==> src/rtl/mips_pkg.sv <==
// Shared types and sizing for the data-side store buffer.
// Entries hold a word address plus one full data word.
package mips_pkg;
  localparam int SB_DEPTH = 4;
  localparam int AW = 32;
  localparam int DW = 32;
  localparam int PW = $clog2(SB_DEPTH);

  typedef struct packed {
    logic [AW-3:0] waddr;
    logic [DW-1:0] data;
  } sb_entry_t;
endpackage

==> src/rtl/store_buffer_if.sv <==
// Core data port plus memory write/read port of the store buffer.
// slave is the buffer's view; master is the core/memory side.
interface store_buffer_if;
  import mips_pkg::*;

  logic          cpu_memwrite;
  logic [AW-1:0] cpu_addr;
  logic [DW-1:0] cpu_wdata;
  logic [DW-1:0] cpu_rdata;
  logic          cpu_stall;
  logic [AW-1:0] mem_raddr;
  logic [DW-1:0] mem_rdata;
  logic          mem_we;
  logic [AW-1:0] mem_waddr;
  logic [DW-1:0] mem_wdata;
  logic          mem_wready;
  logic          buf_empty;

  modport slave (
    input  cpu_memwrite, cpu_addr, cpu_wdata,
    input  mem_rdata, mem_wready,
    output cpu_rdata, cpu_stall, mem_raddr,
    output mem_we, mem_waddr, mem_wdata, buf_empty
  );

  modport master (
    output cpu_memwrite, cpu_addr, cpu_wdata,
    output mem_rdata, mem_wready,
    input  cpu_rdata, cpu_stall, mem_raddr,
    input  mem_we, mem_waddr, mem_wdata, buf_empty
  );
endinterface

==> src/rtl/sb_fwd_match.sv <==
// Load forwarding lookup over the live store buffer entries.
// Youngest matching entry wins; a miss falls back to memory.
module sb_fwd_match
  import mips_pkg::*;
#(
  parameter int DEPTH = SB_DEPTH
) (
  input  sb_entry_t [DEPTH-1:0]     i_entries,
  input  logic [$clog2(DEPTH)-1:0]  i_head,
  input  logic [$clog2(DEPTH):0]    i_count,
  input  logic [AW-3:0]             i_waddr,
  output logic                      o_hit,
  output logic [DW-1:0]             o_data
);
  localparam int PTRW = $clog2(DEPTH);
  localparam int CW = PTRW + 1;

  logic [PTRW-1:0] w_idx;

  // Scan youngest to oldest; first live match is taken
  always_comb begin
    o_hit  = 1'b0;
    o_data = '0;
    w_idx  = '0;
    for (int i = DEPTH - 1; i >= 0; i--) begin
      w_idx = i_head + PTRW'(i);
      if (!o_hit && (CW'(i) < i_count) &&
          (i_entries[w_idx].waddr == i_waddr)) begin
        o_hit  = 1'b1;
        o_data = i_entries[w_idx].data;
      end
    end
  end
endmodule

==> src/rtl/store_buffer.sv <==
// Posted-write FIFO between the core data port and data memory.
// Stores drain in order; loads see the youngest buffered store.
module store_buffer
  import mips_pkg::*;
#(
  parameter int DEPTH = SB_DEPTH
) (
  input logic           clk,
  input logic           reset,
  store_buffer_if.slave sb
);
  localparam int PTRW = $clog2(DEPTH);
  localparam int CW = PTRW + 1;
  localparam logic [CW-1:0] FULL = CW'(DEPTH);

  sb_entry_t [DEPTH-1:0] r_entries;
  logic [PTRW-1:0]       r_head;
  logic [PTRW-1:0]       r_tail;
  logic [CW-1:0]         r_count;

  logic          w_push;
  logic          w_pop;
  logic          w_full;
  logic          w_hit;
  logic [DW-1:0] w_fwd_data;
  logic [1:0]    w_unused_addr;

  assign w_unused_addr = sb.cpu_addr[1:0];

  // Reset gates the write port so nothing drains in the reset cycle
  assign w_full        = (r_count == FULL);
  assign sb.mem_we     = ~reset & (r_count != '0);
  assign sb.cpu_stall  = ~reset & sb.cpu_memwrite
                       & w_full & ~sb.mem_wready;
  assign w_push        = ~reset & sb.cpu_memwrite
                       & ~sb.cpu_stall;
  assign w_pop         = sb.mem_we & sb.mem_wready;
  assign sb.buf_empty  = (r_count == '0);

  assign sb.mem_waddr  = {r_entries[r_head].waddr, 2'b00};
  assign sb.mem_wdata  = r_entries[r_head].data;
  assign sb.mem_raddr  = {sb.cpu_addr[AW-1:2], 2'b00};
  assign sb.cpu_rdata  = w_hit ? w_fwd_data : sb.mem_rdata;

  sb_fwd_match #(
    .DEPTH (DEPTH)
  ) u_fwd (
    .i_entries (r_entries),
    .i_head    (r_head),
    .i_count   (r_count),
    .i_waddr   (sb.cpu_addr[AW-1:2]),
    .o_hit     (w_hit),
    .o_data    (w_fwd_data)
  );

  // Entry payload; no reset needed since count gates validity
  always_ff @(posedge clk) begin
    if (w_push) begin
      r_entries[r_tail].waddr <= sb.cpu_addr[AW-1:2];
      r_entries[r_tail].data  <= sb.cpu_wdata;
    end
  end

  // Pointer and occupancy bookkeeping
  always_ff @(posedge clk) begin
    if (reset) begin
      r_head  <= '0;
      r_tail  <= '0;
      r_count <= '0;
    end else begin
      if (w_push) r_tail <= r_tail + 1'b1;
      if (w_pop)  r_head <= r_head + 1'b1;
      if (w_push && !w_pop)
        r_count <= r_count + 1'b1;
      else if (w_pop && !w_push)
        r_count <= r_count - 1'b1;
    end
  end
endmodule

==> src/flat_wrapper.sv <==
// flat-port wrapper written by rule: the top's interface ports become plain ports
module store_buffer_flat import mips_pkg::*;
#(
  parameter int DEPTH = SB_DEPTH
)
  (clk, reset, sb_cpu_memwrite, sb_cpu_addr, sb_cpu_wdata, sb_mem_rdata, sb_mem_wready, sb_cpu_rdata, sb_cpu_stall, sb_mem_raddr, sb_mem_we, sb_mem_waddr, sb_mem_wdata, sb_buf_empty);
  store_buffer_if sb_i ();
  input logic clk;
  input logic reset;
  input wire logic [$bits(sb_i.cpu_memwrite)-1:0] sb_cpu_memwrite;
  input wire logic [$bits(sb_i.cpu_addr)-1:0] sb_cpu_addr;
  input wire logic [$bits(sb_i.cpu_wdata)-1:0] sb_cpu_wdata;
  input wire logic [$bits(sb_i.mem_rdata)-1:0] sb_mem_rdata;
  input wire logic [$bits(sb_i.mem_wready)-1:0] sb_mem_wready;
  output wire logic [$bits(sb_i.cpu_rdata)-1:0] sb_cpu_rdata;
  output wire logic [$bits(sb_i.cpu_stall)-1:0] sb_cpu_stall;
  output wire logic [$bits(sb_i.mem_raddr)-1:0] sb_mem_raddr;
  output wire logic [$bits(sb_i.mem_we)-1:0] sb_mem_we;
  output wire logic [$bits(sb_i.mem_waddr)-1:0] sb_mem_waddr;
  output wire logic [$bits(sb_i.mem_wdata)-1:0] sb_mem_wdata;
  output wire logic [$bits(sb_i.buf_empty)-1:0] sb_buf_empty;
  assign sb_i.cpu_memwrite = sb_cpu_memwrite;
  assign sb_i.cpu_addr = sb_cpu_addr;
  assign sb_i.cpu_wdata = sb_cpu_wdata;
  assign sb_i.mem_rdata = sb_mem_rdata;
  assign sb_i.mem_wready = sb_mem_wready;
  assign sb_cpu_rdata = sb_i.cpu_rdata;
  assign sb_cpu_stall = sb_i.cpu_stall;
  assign sb_mem_raddr = sb_i.mem_raddr;
  assign sb_mem_we = sb_i.mem_we;
  assign sb_mem_waddr = sb_i.mem_waddr;
  assign sb_mem_wdata = sb_i.mem_wdata;
  assign sb_buf_empty = sb_i.buf_empty;
  store_buffer #(.DEPTH(DEPTH)) u_core (.clk(clk), .reset(reset), .sb(sb_i));
endmodule
==> config.mk <==
export PLATFORM = sky130hd
export DESIGN_NAME = store_buffer_flat
export DESIGN_NICKNAME = d
export VERILOG_FILES = /design/src/rtl/mips_pkg.sv /design/src/rtl/store_buffer_if.sv /design/src/rtl/sb_fwd_match.sv /design/src/rtl/store_buffer.sv /design/src/flat_wrapper.sv
export SDC_FILE = /design/constraint.sdc
export NUM_CORES = 1
export LEC_CHECK = 0
export CORE_MARGIN = 2
export CORE_UTILIZATION = 57
export CTS_CLUSTER_SIZE = 10
export DETAILED_ROUTE_END_ITERATION = 8
export PLACE_DENSITY_LB_ADDON = 0.1
export SETUP_SLACK_MARGIN = 0.4
export SLEW_MARGIN = 15
export SYNTH_ARGS = -nofsm -noshare
export SYNTH_HDL_FRONTEND = slang
export SYNTH_SLANG_ARGS = --single-unit
==> constraint.sdc <==
create_clock -name clk -period 6.52 [get_ports clk]
set_input_delay 1.956 -clock clk [delete_from_list [all_inputs] [get_ports clk]]
set_output_delay 1.956 -clock clk [all_outputs]
set_load 0.02 [all_outputs]
==> impl_results.md <==
* Psw at 0.001517 W
* Initial antenna violation count at 1
* WL final at 53.71 mm
* Min-delay src: u_core.r_tail[1]$_SDFFE_PP0P_
* CTS Buf Count at 30
* Post-synth EDFFs at 248
* Mapped Cells at 1511
* Max VDD drop at 0.2115 mV
* Hold_buf cts at 0
* Worst-margin pin slew at 1.086 ns
* Critical path depth in cells at 14
* #FFs+latches synth at 255
* Critical path buffers and inverters at 6
* Buffers on Ports at 224
* Delay-heaviest family, CP: simple AND/OR/NAND/NOR gates
* Switching Share at 0.3032
* Filler instances at 2057
* Pwr per Cell Area at 216.6 nW/um2
* F_max at 154.4 MHz
* Mean post-synth cell area at 11.70 um2
* Final-report hold violation count at 0
* WL/cell at 24.15 um
* Die area at 32430 um2
* Post-synth top cells: edfxtp_1, mux2i_1, and2_1
* Overflow after GRT at 0
* Slowest stage cell, crit path: or3_4
* Residual DRC count at 0
* Pre-CTS setup slack at -0.9618 ns
* Seq/Total Area, Yosys at 0.4292
* Crit. Startpoint: sb_cpu_addr[29]
* Most common cell on crit path: buf_6
* TritonCTS Sinks at 255
* Sequential Power Share at 0.382
* FF-to-FF Start: u_core.r_count[0]$_SDFFE_PP0P_
* LEAKAGE at 8.524 nW
* Synth top area share at 0.4213
* RSZ-0062 raised after global routing: true
* Share of layout cells above drive strength 1 at 0.3143
* Count leader, synth: edfxtp_1
* DIE HEIGHT at 180.1 um
* TritonCTS clock tree: done
* Crit Path Max Fanout at 7
* Power Total at 0.005004 W
* Hpwl dp at 34.72 mm
* Reg2Reg Depth at 7
* 1st-pass router iterations at 5
* Post-route ant nets at 0
* Critical setup path kind: input port to primary output
* Tmin final at 6.478 ns
* Final WS setup at 0.04157 ns
* Largest net degree at the start of global routing at 98
* Synth area leaders: edfxtp_1, mux2i_1, mux4_2
* Core area at 30590 um2
* HP Class: register to register
* Final Max Slew Viols at 0
* Number of DRC markers in iteration 0 at 1592
* Clk pwr share at 0.309
* CP cell instances: buf_6 > buf_6 > buf_6 > xnor2_1 > or3_4 > o22ai_2 > nand4_1 > nand4b_4 > buf_6 > buf_8 > mux2_4 > a21oi_2 > o211ai_1 > buf_4
* Worst Hold Depth at 2
* P&R area growth vs syn at 30.71%
* Yosys warns at 0
* Critical path required time at 4.56 ns
* # setup viols final at 0
* Slew headroom at 0.2761
* Root Driver: clkbuf_16
* Width of the die at 180.1 um
* Synth Flop Type: edfxtp_1
* Combinational share of power at 0.309
* Max incr delay on CP at 0.42 ns
* Arrival time at the worst endpoint at 4.52 ns
* Power Internal at 0.003487 W
* Setup total negative slack at 0 ns
* Cell Rows at 64
* Worst-path clk slew at 0.05 ns
* Fin crit share at 0.9936
* Nets@finish at 1918
* Area of the multi-input gates at 9852 um2
* Global Route Usage Sum at 0.3216
* Initial core utilization at 0.5778
* Post-synthesis cell type count at 65
* First-pass GRT wire length at 81.45 mm
* Mapped Area at 17680 um2
* Vias in the first global route at 13899
* CP Launch Type: input port
* Detailed-route via count at 14195
* Max clock buf depth at 3
* Gpl congestion at 0.9676
* Clock skew at 0.01180 ns
* Register area at 7595 um2
* Vias/cell at 6.383
* Synth area leader: edfxtp_1
* Max-Cap Viols at 0
* Status: complete, no violations
* Ys async rst share at 0
* Nature of the critical path endpoint: primary output
* H-tree depth at 1
* # IOs at 231
* Clk_lat worst skew at 0.57 ns
[power by group through the flow]
| stage | sequential [W] | clock, W | combinational, W |
|---|---|---|---|
| CTS | 0.00191 | 0.00156 | 0.00148 |
| floorplan | 0.00193 | 0 | 0.000929 |
| global route | 0.00192 | 0.00162 | 0.00163 |
| global placement | 0.00194 | 0 | 0.00140 |
| finish | 0.00191 | 0.00155 | 0.00155 |
| detailed placement | 0.00195 | 0 | 0.00142 |
[final timing paths]
check,slack [ns],endpoint
setup / recovery,0.04,sb_cpu_rdata[26]
hold reg to reg,0.57,u_core.r_tail[1]$_SDFFE_PP0P_
setup reg to reg,3.60,u_core.r_entries[170]$_DFFE_PP_
hold / removal,0.57,u_core.r_tail[1]$_SDFFE_PP0P_
[routing by layer]
layer | up-vias | global-route usage | wire (um)
met5 | - | 0 | 0
met2 | 806 | 0.5085 | 24710
li1 | 6268 | - | -
met3 | 109 | 0.05497 | 5286
met1 | 7012 | 0.4602 | 22340
met4 | 0 | 0.09194 | 1374
[what timing repair did]
| item | in CTS | in global routing |
|---|---|---|
| hold endpoints to repair | 0 | 0 |
| buffers inserted | 23 | 21 |
| cloned | 5 | 1 |
| pin swaps | 76 | 62 |
| gates resized for setup | 336 | 106 |
| setup endpoints to repair | 32 | 32 |
[sequential cells by signal, summed over array words and instances, names as in the netlist]
name	count
u_core.r_count	3
u_core.r_entries	248
u_core.r_head	2
u_core.r_tail	2
[worst reg2reg max path: cells and delay by family, from the launching register on]
kind / cells / cell delay, ns
and+or+nand+nor: 4 / 1.41
DFF: 1 / 0.44
adders and majority gates: 1 / 0.24
buffers and inverters: 2 / 0.51
[logic make-up (layout without fill, tap and decap cells)]
logic type      count (synthesis)  in the layout  share of synthesized area
mux                           360            360                     0.2465
simple gates                  357            357                     0.1092
flops                         255            255                     0.4292
compound gates                236            236                    0.09351
buf+inv                       176            488                    0.05698
xor+xnor                      117            117                    0.05797
fa+ha+maj                       9              9                   0.006371
other cells                     1              6                  0.0002122
[placed cells by master (no fill, tap or decap), types with 15 or more instances in the layout]
cell type and instances:
clkdlybuf4s50_1 162, a21oi_2 32, nand2_1 41, edfxtp_1 248, buf_12 28, clkbuf_16 31, o2111ai_1 24, mux2i_1 214
o211ai_1 23, nor2_1 93, xor2_1 22, mux4_2 41, buf_4 152, a21oi_1 75, mux2_4 30, xnor2_1 62
xnor2_2 25, nand4_1 45, buf_6 47, mux2_2 72, and2_1 129, clkbuf_1 15
[per-stage QoR]
| stage | cell area [um2] | instances | util | hold WS [ns] |
|---|---|---|---|---|
| after floorplan | 17690 | 1514 | - | 0.5080 |
| after global placement | 20940 | 2123 | 0.6846 | 0.5314 |
| after global routing | 23100 | 2222 | 0.7552 | 0.6080 |
| final | 23100 | 2224 | 0.7553 | 0.5690 |
| after detailed placement | 20940 | 2123 | 0.6846 | 0.5490 |
| after CTS | 22620 | 2200 | 0.7396 | 0.5621 |
[cell type report]
class | instances | area share
flip-flops and latches | 255 | 0.3287
well taps | 396 | 0.02144
repair buffers | 427 | 0.1830
multi-input cells | 1083 | 0.4264
clock buffers | 47 | 0.03612
inverters | 12 | 0.002058
diodes | 2 | 0.0002166
clock inverters | 2 | 0.002004
Note: power is estimated with default switching activity, not from simulation.
